<file path="config.mk">
export PLATFORM = sky130hd
export DESIGN_NAME = irs_trig_pattern_gen
export DESIGN_NICKNAME = d
export VERILOG_FILES = /design/src/rtl/irs_trig_pattern_gen_pkg.sv /design/src/rtl/irs_trig_interval_ctr.sv /design/src/rtl/irs_trig_pattern_gen.sv
export SDC_FILE = /design/constraint.sdc
export NUM_CORES = 1
export LEC_CHECK = 0
export BUFFER_PORTS_ARGS = -buffer_cell sky130_fd_sc_hd__buf_2
export CORE_MARGIN = 2
export CORE_UTILIZATION = 57
export DETAILED_ROUTE_END_ITERATION = 8
export PLACE_DENSITY = 0.88
export REMOVE_ABC_BUFFERS = 1
export SLEW_MARGIN = 30
export SYNTH_ARGS = -nofsm -noshare
export SYNTH_HDL_FRONTEND = slang
export SYNTH_HIERARCHICAL = 1
export SYNTH_SLANG_ARGS = --single-unit
</file>
<file path="constraint.sdc">
create_clock -name clk_i -period 7.8 [get_ports clk_i]
set_input_delay 0.39 -clock clk_i [delete_from_list [all_inputs] [get_ports clk_i]]
set_output_delay 0.39 -clock clk_i [all_outputs]
set_load 0.02 [all_outputs]
</file>
<file path="src/rtl/irs_trig_pattern_gen_pkg.sv">
// ---------------------------------------------------------------------------
// irs_trig_pattern_gen_pkg
// Shared definitions for the IRS trigger pattern generator.
//   mode_t   : operating mode encodings (single / burst / continuous).
//   state_t  : sequencer state encodings (IDLE / ARM / PULSE / GAP).
//   norm_mode: folds the reserved mode encoding onto single-shot.
// ---------------------------------------------------------------------------
package irs_trig_pattern_gen_pkg;

    typedef enum logic [1:0] {
        MODE_SINGLE = 2'd0,
        MODE_BURST  = 2'd1,
        MODE_CONT   = 2'd2,
        MODE_RSVD   = 2'd3
    } mode_t;

    typedef enum logic [1:0] {
        ST_IDLE  = 2'd0,
        ST_ARM   = 2'd1,
        ST_PULSE = 2'd2,
        ST_GAP   = 2'd3
    } state_t;

    // The reserved encoding behaves exactly like a single pulse.
    function automatic mode_t norm_mode(input logic [1:0] i_mode);
        mode_t v_mode;
        case (i_mode)
            2'd1:    v_mode = MODE_BURST;
            2'd2:    v_mode = MODE_CONT;
            default: v_mode = MODE_SINGLE;
        endcase
        return v_mode;
    endfunction

endpackage

</file>
<file path="src/rtl/irs_trig_interval_ctr.sv">
// ---------------------------------------------------------------------------
// irs_trig_interval_ctr
// Loadable down-counter with zero flag, used to time pulse width and gap.
// Ports:
//   clk_i   : clock
//   rst_i   : synchronous active-high reset (count -> 0)
//   load_i  : load value_i (has priority over dec_i)
//   value_i : load value
//   dec_i   : decrement by one, stops at zero
//   zero_o  : count is zero
// ---------------------------------------------------------------------------
module irs_trig_interval_ctr #(
    parameter int W = 16
) (
    input  logic         clk_i,
    input  logic         rst_i,
    input  logic         load_i,
    input  logic [W-1:0] value_i,
    input  logic         dec_i,
    output logic         zero_o
);

    logic [W-1:0] r_count;

    // Count register: load, decrement toward zero, or hold.
    always_ff @(posedge clk_i) begin
        if (rst_i) begin
            r_count <= '0;
        end else if (load_i) begin
            r_count <= value_i;
        end else if (dec_i && (r_count != '0)) begin
            r_count <= r_count - W'(1);
        end else begin
            r_count <= r_count;
        end
    end

    assign zero_o = (r_count == '0);

endmodule

</file>
<file path="src/rtl/irs_trig_pattern_gen.sv">
// ---------------------------------------------------------------------------
// irs_trig_pattern_gen
// Trigger stimulus generator for the irs_quad_top trigger inputs. Issues a
// single pulse, a counted burst or continuous pulses with programmable
// width, period and L4 mask; holds off new pulses while busy_i is high.
// Ports:
//   clk_i, rst_i        : clock, synchronous active-high reset
//   start_i, stop_i     : single-cycle start / abort requests
//   mode_i              : 0 single, 1 burst, 2 continuous, 3 = single
//   l4_mask_i, width_i, period_i, count_i, offset_i : config, latched at start
//   busy_i              : downstream busy, holds the sequencer in ARM
//   trig_o, trig_l4_o, trig_l4_new_o, trig_offset_o : trigger outputs
//   active_o, done_o, sent_o                        : status
// ---------------------------------------------------------------------------
module irs_trig_pattern_gen
    import irs_trig_pattern_gen_pkg::*;
#(
    parameter int NUM_L4      = 4,
    parameter int WIDTH_BITS  = 4,
    parameter int PERIOD_BITS = 16,
    parameter int COUNT_BITS  = 16,
    parameter int OFFSET_BITS = 9
) (
    input  logic                   clk_i,
    input  logic                   rst_i,
    input  logic                   start_i,
    input  logic                   stop_i,
    input  logic [1:0]             mode_i,
    input  logic [NUM_L4-1:0]      l4_mask_i,
    input  logic [WIDTH_BITS-1:0]  width_i,
    input  logic [PERIOD_BITS-1:0] period_i,
    input  logic [COUNT_BITS-1:0]  count_i,
    input  logic [OFFSET_BITS-1:0] offset_i,
    input  logic                   busy_i,
    output logic                   trig_o,
    output logic [NUM_L4-1:0]      trig_l4_o,
    output logic [NUM_L4-1:0]      trig_l4_new_o,
    output logic [OFFSET_BITS-1:0] trig_offset_o,
    output logic                   active_o,
    output logic                   done_o,
    output logic [COUNT_BITS-1:0]  sent_o
);

    state_t                 r_state;
    mode_t                  r_mode;
    logic [NUM_L4-1:0]      r_mask;
    logic [WIDTH_BITS-1:0]  r_width;
    logic [PERIOD_BITS-1:0] r_period;
    logic [COUNT_BITS-1:0]  r_count;
    logic                   r_pend;
    logic                   r_trig;
    logic [NUM_L4-1:0]      r_l4;
    logic [NUM_L4-1:0]      r_l4_new;
    logic [OFFSET_BITS-1:0] r_offset;
    logic                   r_active;
    logic                   r_done;
    logic [COUNT_BITS-1:0]  r_sent;

    logic [WIDTH_BITS-1:0]  w_width_eff;
    logic [PERIOD_BITS-1:0] w_width_ext;
    logic [PERIOD_BITS-1:0] w_period_eff;
    logic [PERIOD_BITS-1:0] w_gap_len;
    logic                   w_fire;
    logic                   w_last;
    logic                   w_target;
    logic                   w_finish;
    logic                   w_gap_load;
    logic                   w_wid_zero;
    logic                   w_gap_zero;

    function automatic logic [COUNT_BITS-1:0] sat_inc(input logic [COUNT_BITS-1:0] i_v);
        if (i_v == '1) begin
            return i_v;
        end else begin
            return i_v + COUNT_BITS'(1);
        end
    endfunction

    // Effective width W = max(width,1); period clamped so the gap is never negative.
    assign w_width_eff  = (r_width == '0) ? WIDTH_BITS'(1) : r_width;
    assign w_width_ext  = PERIOD_BITS'(w_width_eff);
    assign w_period_eff = (r_period > w_width_ext) ? r_period : (w_width_ext + PERIOD_BITS'(1));
    assign w_gap_len    = w_period_eff - w_width_ext - PERIOD_BITS'(1);

    assign w_fire     = (r_state == ST_ARM) && !stop_i && !busy_i;
    assign w_last     = (r_state == ST_PULSE) && w_wid_zero;
    assign w_finish   = w_last && (w_target || r_pend || stop_i);
    assign w_gap_load = w_last && !w_finish && (w_gap_len != '0);

    // Pulse target: sent_o already counts the current pulse while it is high.
    always_comb begin
        w_target = 1'b0;
        case (r_mode)
            MODE_SINGLE: w_target = 1'b1;
            MODE_BURST:  w_target = (r_sent == r_count);
            default:     w_target = 1'b0;
        endcase
    end

    irs_trig_interval_ctr #(.W(WIDTH_BITS)) u_width_ctr (
        .clk_i   (clk_i),
        .rst_i   (rst_i),
        .load_i  (w_fire),
        .value_i (w_width_eff - WIDTH_BITS'(1)),
        .dec_i   (r_state == ST_PULSE),
        .zero_o  (w_wid_zero)
    );

    irs_trig_interval_ctr #(.W(PERIOD_BITS)) u_gap_ctr (
        .clk_i   (clk_i),
        .rst_i   (rst_i),
        .load_i  (w_gap_load),
        .value_i (w_gap_len - PERIOD_BITS'(1)),
        .dec_i   (r_state == ST_GAP),
        .zero_o  (w_gap_zero)
    );

    // Sequencer with all outputs registered alongside the state.
    always_ff @(posedge clk_i) begin
        if (rst_i) begin
            r_state  <= ST_IDLE;
            r_mode   <= MODE_SINGLE;
            r_mask   <= '0;
            r_width  <= '0;
            r_period <= '0;
            r_count  <= '0;
            r_pend   <= 1'b0;
            r_trig   <= 1'b0;
            r_l4     <= '0;
            r_l4_new <= '0;
            r_offset <= '0;
            r_active <= 1'b0;
            r_done   <= 1'b0;
            r_sent   <= '0;
        end else begin
            r_done   <= 1'b0;
            r_l4_new <= '0;
            case (r_state)
                ST_IDLE: begin
                    if (start_i) begin
                        r_mode   <= norm_mode(mode_i);
                        r_mask   <= l4_mask_i;
                        r_width  <= width_i;
                        r_period <= period_i;
                        r_count  <= count_i;
                        r_offset <= offset_i;
                        r_sent   <= '0;
                        r_pend   <= 1'b0;
                        // An empty burst completes immediately without arming.
                        if ((norm_mode(mode_i) == MODE_BURST) && (count_i == '0)) begin
                            r_done <= 1'b1;
                        end else begin
                            r_state  <= ST_ARM;
                            r_active <= 1'b1;
                        end
                    end
                end
                ST_ARM: begin
                    if (stop_i) begin
                        r_state  <= ST_IDLE;
                        r_active <= 1'b0;
                        r_done   <= 1'b1;
                    end else if (!busy_i) begin
                        r_state  <= ST_PULSE;
                        r_trig   <= 1'b1;
                        r_l4     <= r_mask;
                        r_l4_new <= r_mask;
                        r_sent   <= sat_inc(r_sent);
                    end
                end
                ST_PULSE: begin
                    if (w_finish) begin
                        r_state  <= ST_IDLE;
                        r_trig   <= 1'b0;
                        r_l4     <= '0;
                        r_active <= 1'b0;
                        r_done   <= 1'b1;
                        r_pend   <= 1'b0;
                    end else if (w_last) begin
                        r_trig  <= 1'b0;
                        r_l4    <= '0;
                        r_state <= (w_gap_len == '0) ? ST_ARM : ST_GAP;
                    end else if (stop_i) begin
                        // Abort is deferred so the pulse is never truncated.
                        r_pend <= 1'b1;
                    end
                end
                ST_GAP: begin
                    if (stop_i) begin
                        r_state  <= ST_IDLE;
                        r_active <= 1'b0;
                        r_done   <= 1'b1;
                    end else if (w_gap_zero) begin
                        r_state <= ST_ARM;
                    end
                end
                default: begin
                    r_state <= ST_IDLE;
                end
            endcase
        end
    end

    assign trig_o        = r_trig;
    assign trig_l4_o     = r_l4;
    assign trig_l4_new_o = r_l4_new;
    assign trig_offset_o = r_offset;
    assign active_o      = r_active;
    assign done_o        = r_done;
    assign sent_o        = r_sent;

endmodule

</file>
-- After elaboration in Yosys (flattened, before gate mapping)
Index checks and enable logic that the tools add are counted.
- $add $sub $neg: 8
- $lt $le $gt $ge: 1
- equal/unequal tests: 21
- mux-type cells: 51
- bitwise operators: 1
- reduce and logical (&&, ||, !) cells: 37
- operators by type and width (cell ; count):
    2-to-1 mux 16 bit ; 7
    zero test 16 bit ; 3
    subtractor 16 x 1 -> 16 bit, second input constant ; 3
    one-hot mux 16 bit (2 select lines) ; 1
    nonzero test 16 bit ; 2
    2-to-1 mux 4 bit ; 7
    2-to-1 mux 2 bit ; 12
    adder 16 x 1 -> 16 bit, second input constant ; 1
    equality test 16 bit ; 1
    equality test 16 bit, second input constant ; 1
    greater-than comparator 16 x 4 -> 1 bit ; 1
    2-to-1 mux 1 bit ; 16
    subtractor 16 x 4 -> 16 bit ; 1
    != test 3 bit, second input constant ; 5
    != test 2 bit, second input constant ; 6
    AND reduction 4 bit ; 3
    AND reduction 5 bit ; 2
    nonzero test 2 bit ; 5
    logical AND 1 bit ; 9
    equality test 2 x 1 -> 1 bit, second input constant ; 4
    zero test 4 bit ; 2
    one-hot mux 2 bit (4 select lines) ; 1
    one-hot mux 4 bit (2 select lines) ; 1
    subtractor 4 x 1 -> 4 bit, second input constant ; 2
    14 further kinds ; 23
- flip-flop bits (word level): 101
- input port bits: 56
- output and inout port bits: 36
- logic and storage cells: 135

-- Logic depth before layout (Yosys ltp)
Gate-level depths: netlist of run 1.
- word-level depth: 11
- depth in mapped cells: 26
- mapped depth without buffers: 24

-- Cells and area by module
The synthesis of run 1 kept the hierarchy.
- by module, submodules not included (module ; times used ; cells an instance ; area an instance (um2) ; seq. area each (um2)):
    irs_trig_pattern_gen ; 1 ; 564 ; 4310.4 ; 1621.6
    irs_trig_interval_ctr at u_gap_ctr ; 1 ; 114 ; 944.7 ; 320.3
    irs_trig_interval_ctr at u_width_ctr ; 1 ; 29 ; 262.8 ; 80.1

-- Worst setup path after synthesis of run 1
Ideal clock, no wire load.
- kind: reg-to-reg
- start point: register r_period[8]
- end point: register u_gap_ctr.r_count[6]
- setup time: 70 ps
- arrival: 5302 ps
- required time: 7730 ps
- path slack: 2428 ps
- cell stages (with the launch flop): 23
- path buffers: 3
- period minus slack after synthesis: 5372 ps
- path through: dfxtp_1 > buf_6 > or4_1 > or3_1 > or2_4 > or4_1 > clkbuf_1 > o21ai_0 > ha_1 > inv_1 > fa_1 > nor2b_1 > nand3_1 > nor4b_1 > a31oi_1 > or4_1 > a211oi_2 > and2_1 > a41oi_1 > clkinv_1 > clkbuf_1 > nand2_1 > a21oi_1
- word-level cells in the longest chain between the ends: 7
- elaborated cells between the ends (all ways): 9
- those cells by class: add/sub (3); order compare (1); mux (2); reduce/logical (3)
- RTL lines (element ; RTL line ; RTL):
    start: declaration ; irs_trig_pattern_gen.sv:48 ; logic [PERIOD_BITS-1:0] r_period;
    start signal: assignment ; irs_trig_pattern_gen.sv:144 ; r_period <= period_i;
    greater-than comparator 16 x 4 -> 1 bit ; irs_trig_pattern_gen.sv:82 ; assign w_period_eff = (r_period > w_width_ext) ? r_period : (w_width_ext + PERIOD_BITS'(1));
    2-to-1 mux 16 bit (*) ; irs_trig_pattern_gen.sv:82 ;
    subtractor 16 x 4 -> 16 bit (*) ; irs_trig_pattern_gen.sv:83 ; assign w_gap_len = w_period_eff - w_width_ext - PERIOD_BITS'(1);
    subtractor 16 x 1 -> 16 bit (*) ; irs_trig_pattern_gen.sv:83 ;
    nonzero test 16 bit (*) ; irs_trig_pattern_gen.sv:88 ; assign w_gap_load = w_last && !w_finish && (w_gap_len != '0);
    logical AND 1 bit (*) ; irs_trig_pattern_gen.sv:88 ;
    net w_gap_load ; irs_trig_pattern_gen.sv:67 ; logic w_gap_load;
    2-to-1 mux 16 bit or nonzero test 2 bit (tied branches) ; - ;
    end signal: assignment ; irs_trig_interval_ctr.sv:30 ; r_count <= value_i;
    end signal: assignment ; irs_trig_interval_ctr.sv:32 ; r_count <= r_count - W'(1);
    end signal: assignment ; irs_trig_interval_ctr.sv:34 ; r_count <= r_count;
    end: declaration ; irs_trig_interval_ctr.sv:23 ; logic [W-1:0] r_count;
The timed path passes the listed nets; every way through them passes the cells marked *.
A chain may end at the register's enable or synchronous reset.

-- Worst setup path after layout of run 1
- start point: register r_width[1]
- end point: register u_gap_ctr.r_count[3]
- word-level cells in the longest chain between the ends: 9
- elaborated cells between the ends (all ways): 12
- those cells by class: add/sub (4); order compare (1); mux (3); reduce/logical (4)
- RTL lines (element ; RTL line ; RTL):
    start: declaration ; irs_trig_pattern_gen.sv:47 ; logic [WIDTH_BITS-1:0] r_width;
    start signal: assignment ; irs_trig_pattern_gen.sv:143 ; r_width <= width_i;
    zero test 4 bit ; irs_trig_pattern_gen.sv:80 ; assign w_width_eff = (r_width == '0) ? WIDTH_BITS'(1) : r_width;
    2-to-1 mux 4 bit (*) ; irs_trig_pattern_gen.sv:80 ;
    greater-than comparator 16 x 4 -> 1 bit or adder 4 x 1 -> 5 bit (tied branches) ; irs_trig_pattern_gen.sv:82 ;
    2-to-1 mux 16 bit ; irs_trig_pattern_gen.sv:82 ;
    subtractor 16 x 4 -> 16 bit (*) ; irs_trig_pattern_gen.sv:83 ;
    subtractor 16 x 1 -> 16 bit (*) ; irs_trig_pattern_gen.sv:83 ;
    nonzero test 16 bit (*) ; irs_trig_pattern_gen.sv:88 ;
    logical AND 1 bit (*) ; irs_trig_pattern_gen.sv:88 ;
    net w_gap_load ; irs_trig_pattern_gen.sv:67 ;
    2-to-1 mux 16 bit or nonzero test 2 bit (tied branches) ; - ;
Marked as above.

==> impl.org, run 1 <==
** Die
- The die covers 0.0105 mm².
- Core Area :: 0.00933 mm²
- Starting Density :: 59.2%
- Width of the die :: 102 µm
- Measured along the y axis, the die boundary spans 102 µm.
- In this run the core area contains 35 standard-cell rows.
- Count of pins on the block boundary :: 92

** Flow run
- Max-cap violations in this run came to 0.

** GRT
- The first global-routing pass estimated 21,600 µm of wire.
- Maximum number of pins on one net before global-route repair :: 87
- Global route overflow :: 0
- Overall global routing resource usage :: 25.5%
- The initial antenna violation count was 0.
- The number of global-route vias before repair was 4,770.

** Clocking
- Clock latency at the later pin of the worst-skew pair :: 0.37 ns
- Post-CTS repair changed the size of 0 cells.
- CTS clk-pin slew, worst paths :: 0.11 ns
- Number of buffers inserted to repair setup after CTS :: 0
- Clk root buf :: clkbuf_8
- Largest buffer count on any clock path :: 2
- H-Tree Depth :: 3
- CTS saw 101 sinks.
- Cts-stage hold buffer count :: 0
- Total CTS buffers :: 9
- TritonCTS built the clock tree.

** Final layout
- The layout has 765 filler cells.
- The repair_antennas step left the layout with diodes totalling 0.
- Final core utilization :: 66.4%
- The post-route netlist has 16.2% of its cells at a drive strength greater than 1.
- Compared with the post-synthesis result, the final layout area differs by 12.2%.
- The final layout contains 846 nets.
- Post-layout instance count excluding filler cells :: 909

** Detailed routing
- Number of antenna-violating nets in the routed design :: 0
- Dividing the detail-routed wire length by the instance count gives 14.2 µm.
- Initial DRT Pass Iterations :: 5
- Average via count per standard cell :: 5.59
- The final layout contains routed wiring with a total length of 12,900 µm.
- After detailed routing, the number of remaining DRC violations is 0.
- The routed layout has 5,085 vias.
- Detailed router's first-iteration violation count :: 326

** Hold path
- The worst hold path terminates at r_mask[3].
- Origin of the worst min-delay path :: l4_mask_i[3]
- The tightest min-delay check is of the in2reg type.
- Cells on Worst Hold Path :: 3

** Placement
- The wire-length estimate of the detail-placed layout is 9450 µm.
- In this run, placement finished with an instance count of 893.
- The congestion estimate from routability-driven global placement came to 0.963.
- In this run the tool buffered the top-level ports with 91 buffer cells.

** Logic synthesis
- The netlist uses 71 different library cells.
- Share of async-settable or async-resettable flops after synthesis :: 0%
- Part of the Yosys area used for sequential elements :: 36.6%
- Top cells by count, synth :: 144 x nand2_1, 101 x dfxtp_1, 74 x a21oi_1
- For this run, the leading register cell type out of synthesis is dfxtp_1.
- Synth Warn # :: 6
- The synthesized design spends more area on one cell type than any other, namely dfxtp_1.
- Cells after synthesis :: 707
- Synth top area cells :: dfxtp_1 37%, nand2_1 9.8%, xnor2_1 6.8%, a21oi_1 6.7%, nor2_1 4.1%
- The synthesized design contains 0 enable-type register cells.
- Synthesized area divided by synthesized cell count :: 7.80 µm²
- The mapped netlist covers 0.00552 mm².
- Most used standard cell by instance count after synthesis :: nand2_1
- Synthesis inferred 101 register bits.
- Share of the synthesized area in the top cell type :: 36.6%

** STA
- Setup violations remaining at the end of the flow were counted as 0.
- Setup Total Neg Slack :: 0 ns
- The total count of max-transition violations in the final report came to 0.
- Setup repair after global routing left no endpoint under its margin.
- For the pin with the worst max-slew slack, the measured transition is 0.905 ns.
- Measured against its own limit, the worst slew margin works out to 39.7%.
- Dividing the final minimum period by the clock period gives 79.4%.
- Final setup skew :: 0.0187 ns
- Shortest period the worst path allows :: 6.19 ns
- Fmax achieved :: 162 MHz
- The number of hold violations in the final report came to 0.

** Power
- In this run the static leakage power is 2.42 nW.
- The worst-case IR drop observed on VDD is 143 µV.
- Power density of the placed cells :: 212 mW/mm²

** Setup path
- For the worst setup path, the data required time is 8.01 ns.
- In this run the critical register-to-register path is captured at u_gap_ctr/r_count[3].
- Peak fanout along the critical path :: 27
- Startpoint of the most critical register-to-register path :: r_width[1]
- Critical path endpoint category :: flop
- The worst setup path is launched from a flop.
- CP arrival :: 6.40 ns
- Register-to-register path setup slack :: 1.61 ns
- Measured in cells, the most critical reg-to-reg path has a length of 22.
- The worst setup path is of the reg2reg kind.

** Status
- The run finished with clean final reports.
report_power, final:
part	leakage [nW]	switching [mW]	internal (mW)
Clock	0.100	0.191	0.154
Combinational	1.50	0.236	0.153
Sequential	0.823	0.0308	0.546
cells in the final DEF (no fill, tap or decap), types with 11 or more instances in the layout:
| cell type | synthesis | routed |
|---|---|---|
| o21ai_0 | 11 | 11 |
| a21oi_1 | 74 | 74 |
| xor2_1 | 18 | 18 |
| nand2_1 | 144 | 144 |
| nor2_1 | 61 | 61 |
| ha_1 | 14 | 14 |
| nor3_1 | 16 | 16 |
| buf_2 | 1 | 91 |
| dfxtp_1 | 101 | 101 |
| nand3_1 | 16 | 16 |
| xnor2_1 | 43 | 43 |
| inv_1 | 24 | 24 |
sequential cells by signal, summed over array words and instances, names as in the netlist:
signal	count
trig_offset_o	9
u_width_ctr/r_count	4
r_pend	1
active_o	1
r_count	16
r_mask	4
u_gap_ctr/r_count	16
r_mode	2
trig_l4_o	4
r_period	16
sent_o	16
trig_l4_new_o	4
done_o	1
r_state	2
trig_o	1
r_width	4
cells by family after synthesis:
logic type,synth area share (%)
AND/OR/NAND/NOR,28.2
AO/OA/AOI/OAI,16.1
flip-flops,36.6
XOR/XNOR,9.68
buffers and inverters,4.74
adder cells (fa/ha/maj),3.54
multiplexers,1.09
metal layers:
layer,vias to the layer above,track usage [%],part of all wire [%]
met2,141,42.1,48
met5,-,0,0
met1,2356,34.2,46
met3,19,3.42,4.5
li1,2569,-,-
met4,0,9.13,1.8
layout make-up:
type	count	area (µm²)	share of cell area [%]
inverters	25	93.8	1.52
well taps	129	161	2.61
clock buffers	10	128	2.06
repair buffers	93	470	7.60
multi-input cells	545	3240	52.3
clock inverters	6	80.1	1.29
flip-flops and latches	101	2020	32.7
through the flow:
step / power [mW] / area (µm²) / setup WS [ns] / hold slack (ns)
2_1_floorplan: 0.867 / 5350 / 2.48 / 0.426
3_3_place_gp: 0.962 / 5980 / 2.06 / 0.439
3_5_place_dp: 0.972 / 5980 / 1.77 / 0.449
4_1_cts: 1.31 / 6190 / 1.71 / 0.233
5_1_grt: 1.39 / 6190 / 1.03 / 0.244
6_report: 1.31 / 6190 / 1.61 / 0.244
worst max path at each step:
| stage | start | endpoint | slack [ns] | depth (start not counted) |
|---|---|---|---|---|
| finish | r_width[1] | u_gap_ctr/r_count[3] | 1.61 | 22 |
| detailed placement | r_width[1] | u_gap_ctr/r_count[3] | 1.77 | 22 |
| CTS | r_width[1] | u_gap_ctr/r_count[3] | 1.71 | 22 |
| floorplan | r_period[8] | u_gap_ctr/r_count[1] | 2.48 | 19 |
| global route | r_width[1] | u_gap_ctr/r_count[14] | 1.03 | 22 |
| global placement | r_period[8] | u_gap_ctr/r_count[1] | 2.06 | 19 |
critical path: stages, from the launching register on:
cell and delay [ns]:
dfxtp_1 0.50, inv_1 0.10, a31oi_1 0.39, inv_1 0.11, ha_1 0.29, and4_1 0.18, a21oi_1 0.08, or4_1 0.65
o21ai_0 0.20, ha_1 0.19, inv_1 0.06, fa_1 0.42, nor2b_1 0.22, o21ai_0 0.15, nor2b_1 0.20, a31oi_1 0.15
or4_1 0.15, a211oi_2 0.10, and2_1 0.21, a41oi_1 0.52, clkinv_1 0.76, nor2_1 0.33, a311oi_1 0.07
No activity file was read; power rests on OpenSTA's default activity.
==> inputs of run 2 (changes only) <==
--- a/config.mk
+++ b/config.mk
@@ -7,9 +7,9 @@
 export LEC_CHECK = 0
 export BUFFER_PORTS_ARGS = -buffer_cell sky130_fd_sc_hd__buf_2
 export CORE_MARGIN = 2
-export CORE_UTILIZATION = 57
+export CORE_UTILIZATION = 51
 export DETAILED_ROUTE_END_ITERATION = 8
-export PLACE_DENSITY = 0.88
+export PLACE_DENSITY = 0.83
 export REMOVE_ABC_BUFFERS = 1
 export SLEW_MARGIN = 30
 export SYNTH_ARGS = -nofsm -noshare
==> constraint.sdc (replaced) <==
create_clock -name clk_i -period 4.96 [get_ports clk_i]
set_input_delay 0.248 -clock clk_i [delete_from_list [all_inputs] [get_ports clk_i]]
set_output_delay 0.248 -clock clk_i [all_outputs]
set_load 0.02 [all_outputs]
==> impl.org, run 2 (synthesized netlist as in run 1, its figures left out) <==
** Status
- The run finished with clean final reports.

** Placement
- The post-placement cell count came to 927 (+3.8%).
- Half-perimeter wire length after detailed placement :: 9460 µm (+0.12%)
- Number of input and output port buffers inserted :: 91 (unchanged)
- Standard cell area after detailed placement :: 0.00621 mm² (+3.7%)
- The setup slack after placement came to -0.209 ns (-1.98 ns).
- Weighted congestion reported at the end of routability-driven placement :: 0.905 (-6.0%)

** Die
- The placeable core region was 0.0104 mm² (+12%).
- Count of pins on the block boundary :: 92 (unchanged)
- The width of the die came to 108 µm (+5.5%).
- Starting Density :: 53.0% (-6.2 points)
- Floorplan row count :: 37 (+5.7%)
- DIE AREA :: 0.0117 mm² (+11%)
- The die outline height was 108 µm (+5.5%).

** Setup path
- Critical path endpoint category :: flop
- Cell repeated most along the worst path :: or4_4
- The maximum fanout along the worst path came to 12 (-56%).
- CP arrival :: 5.19 ns (-1.21 ns)
- The largest individual stage delay along the critical path comes from the cell or4_4.
- The critical path buffer and inverter count came to 3 (-1).
- Data required time of the critical path :: 5.23 ns (-2.78 ns)
- Critical path class :: reg2reg
- The signal on the critical path passes through or4_4, or3_4, or2_4, or4_4, o21ai_2, ha_2, inv_2, fa_2, nor2b_4, nand3_2, nor4b_4, a31oi_1, or4_4, a211oi_4, and2_4, a41oi_4, inv_4, buf_12, nor2_1, a311oi_1.
- Kind of cell adding the most delay to the critical path :: simple AND/OR/NAND/NOR gates
- The delay of the slowest critical-path stage was 0.54 ns (-0.22 ns).
- STA classifies the critical path startpoint as a flop.

** Final layout
- Antenna diodes :: 0 (unchanged)
- In the layout the commonest cells are 142 x nand2_1, 100 x dfxtp_1, 91 x buf_2, 73 x a21oi_1, 60 x nor2_1.
- The post-route cell area is 0.00659 mm² (+6.4%).
- Fill count :: 910 (+19%)
- Commonest non-fill, non-tap cell in the layout :: nand2_1
- The post-layout instance count excluding filler cells came to 949 (+4.4%).
- Fraction of layout cells with a size suffix above 1 :: 22.9% (+6.7 points)
- Final core utilization :: 63.3% (-3.1 points)
- The total number of nets in the final design is 879 (+3.9%).
- Relative to the synthesized area, the layout overhead comes to 19.4%.

** Hold path
- Worst min-delay path category :: in2reg

** STA
- Setup repair after global routing missed its margin :: yes
- The worst hold margin came to 0.0942 ns (-0.150 ns).
- Number of hold violations in the final report :: 0 (unchanged)
- The slew at the pin closest to its max-slew limit came to 0.899 ns (-0.00601 ns).
- The total count of max-transition violations in the final report came to 0 (unchanged).
- Shortest period the worst path allows :: 4.92 ns (-1.27 ns)
- Worst rel slew slack :: 40.1% (+0.40 points)
- Final setup skew :: 0.0134 ns (-0.00524 ns)
- Fmax achieved :: 203 MHz (+26%)
- Setup Total Neg Slack :: 0 ns (unchanged)
- The least setup slack across all paths after layout was 0.0385 ns (-1.57 ns).
- The post-route clock period utilization was 99.2% (+20 points).
- Setup violations, final :: 0 (unchanged)

** Detailed routing
- Initial DRT Pass Iterations :: 5 (unchanged)
- Total DRC errors in the routed layout :: 0 (unchanged)
- Avg WL per Cell :: 13.8 µm (-2.6%)
- Detailed router's first-iteration violation count :: 254 (-22%)
- Routed Wire Length :: 13,100 µm (+1.7%)
- Vias after detailed routing :: 5,248 (+3.2%)
- The detailed-route vias per instance is 5.53 (-1.1%).
- Number of antenna-violating nets in the routed design :: 0 (unchanged)

** GRT
- Overall global routing resource usage :: 22.7% (-2.8 points)
- The number of global-route vias before repair came to 4,882 (+2.3%).
- The aggregate global routing overflow was 0 (unchanged).
- First-pass GRT wire length :: 21,600 µm (-0.38%)
- The largest net degree at the start of global routing came to 58 (-33%).
- Initial antenna violation count :: 0 (unchanged)

** Clocking
- The number of buffers inserted during clock tree synthesis is 9 (unchanged).
- CTS clk-pin slew, worst paths :: 0.11 ns (about the same)
- The maximum buffer depth of the clock tree was 2 (unchanged).
- Clock latency at the later pin of the worst-skew pair :: 0.38 ns (about the same)
- # clock sinks :: 101 (unchanged)
- Clock tree from TritonCTS :: done
- Cts-stage hold buffer count :: 0 (unchanged)
- In this run the clock root is driven by a clkbuf_8.
- H-Tree Depth :: 3 (unchanged)

** Power
- The largest vdd supply drop is 232 µV (+63%).
- The total power per unit cell area is 328 mW/mm² (+55%).
- The standby leakage power is 2.63 nW (+8.6%).
- Power consumption :: 2.16 mW (+65%)

** Flow run
- The number of max-capacitance violations reported was 0 (unchanged).
==> run 2: where the power goes <==
group	internal, mW	switching, mW
Clock	0.200	0.322
Sequential	0.859	0.0418
Combinational	0.321	0.415
==> run 2: layer usage <==
layer | vias to the layer above | routed length, µm | global-route usage, %
met2 | 145 | 6220 | 37.5
met4 | 0 | 304 | 7.33
met3 | 24 | 560 | 3.56
li1 | 2641 | - | -
met5 | - | 0 | 0
met1 | 2438 | 6050 | 30.3
==> run 2: path summary, 6_finish.rpt <==
| kind | startpoint | endpoint | slack, ns | depth (start not counted) |
|---|---|---|---|---|
| worst max register to register | r_period[8] | u_gap_ctr/r_count[4] | 0.04 | 20 |
| worst max-delay path | r_period[8] | u_gap_ctr/r_count[4] | 0.04 | 20 |
| worst min register to register | trig_offset_o[5] | trig_offset_o[5] | 0.46 | 2 |
| worst min-delay path | period_i[13] | r_period[13] | 0.09 | 3 |
==> run 2: cell type report <==
cell class | instances | area [µm²] | area share [%]
timing repair buffer | 126 | 734 | 11.1
inverter | 25 | 96.3 | 1.46
tap | 136 | 170 | 2.58
clock buffer | 9 | 124 | 1.88
sequential | 101 | 2020 | 30.7
clock inverter | 7 | 73.8 | 1.12
multi-input combinational | 545 | 3370 | 51.1
==> run 2: tightest hold or removal path: cells and delay by family <==
kind	cells	cell delay, ns
AOI/OAI and AO/OA	1	0.05
buffers and inverters	1	0.09
and+or+nand+nor	1	0.04
==> run 2: what timing repair did <==
action,4_1_cts,5_1_grt
endpoints found under the setup margin,16,16
pin swaps,2,9
resized for setup,5,30
setup buffers,1,5
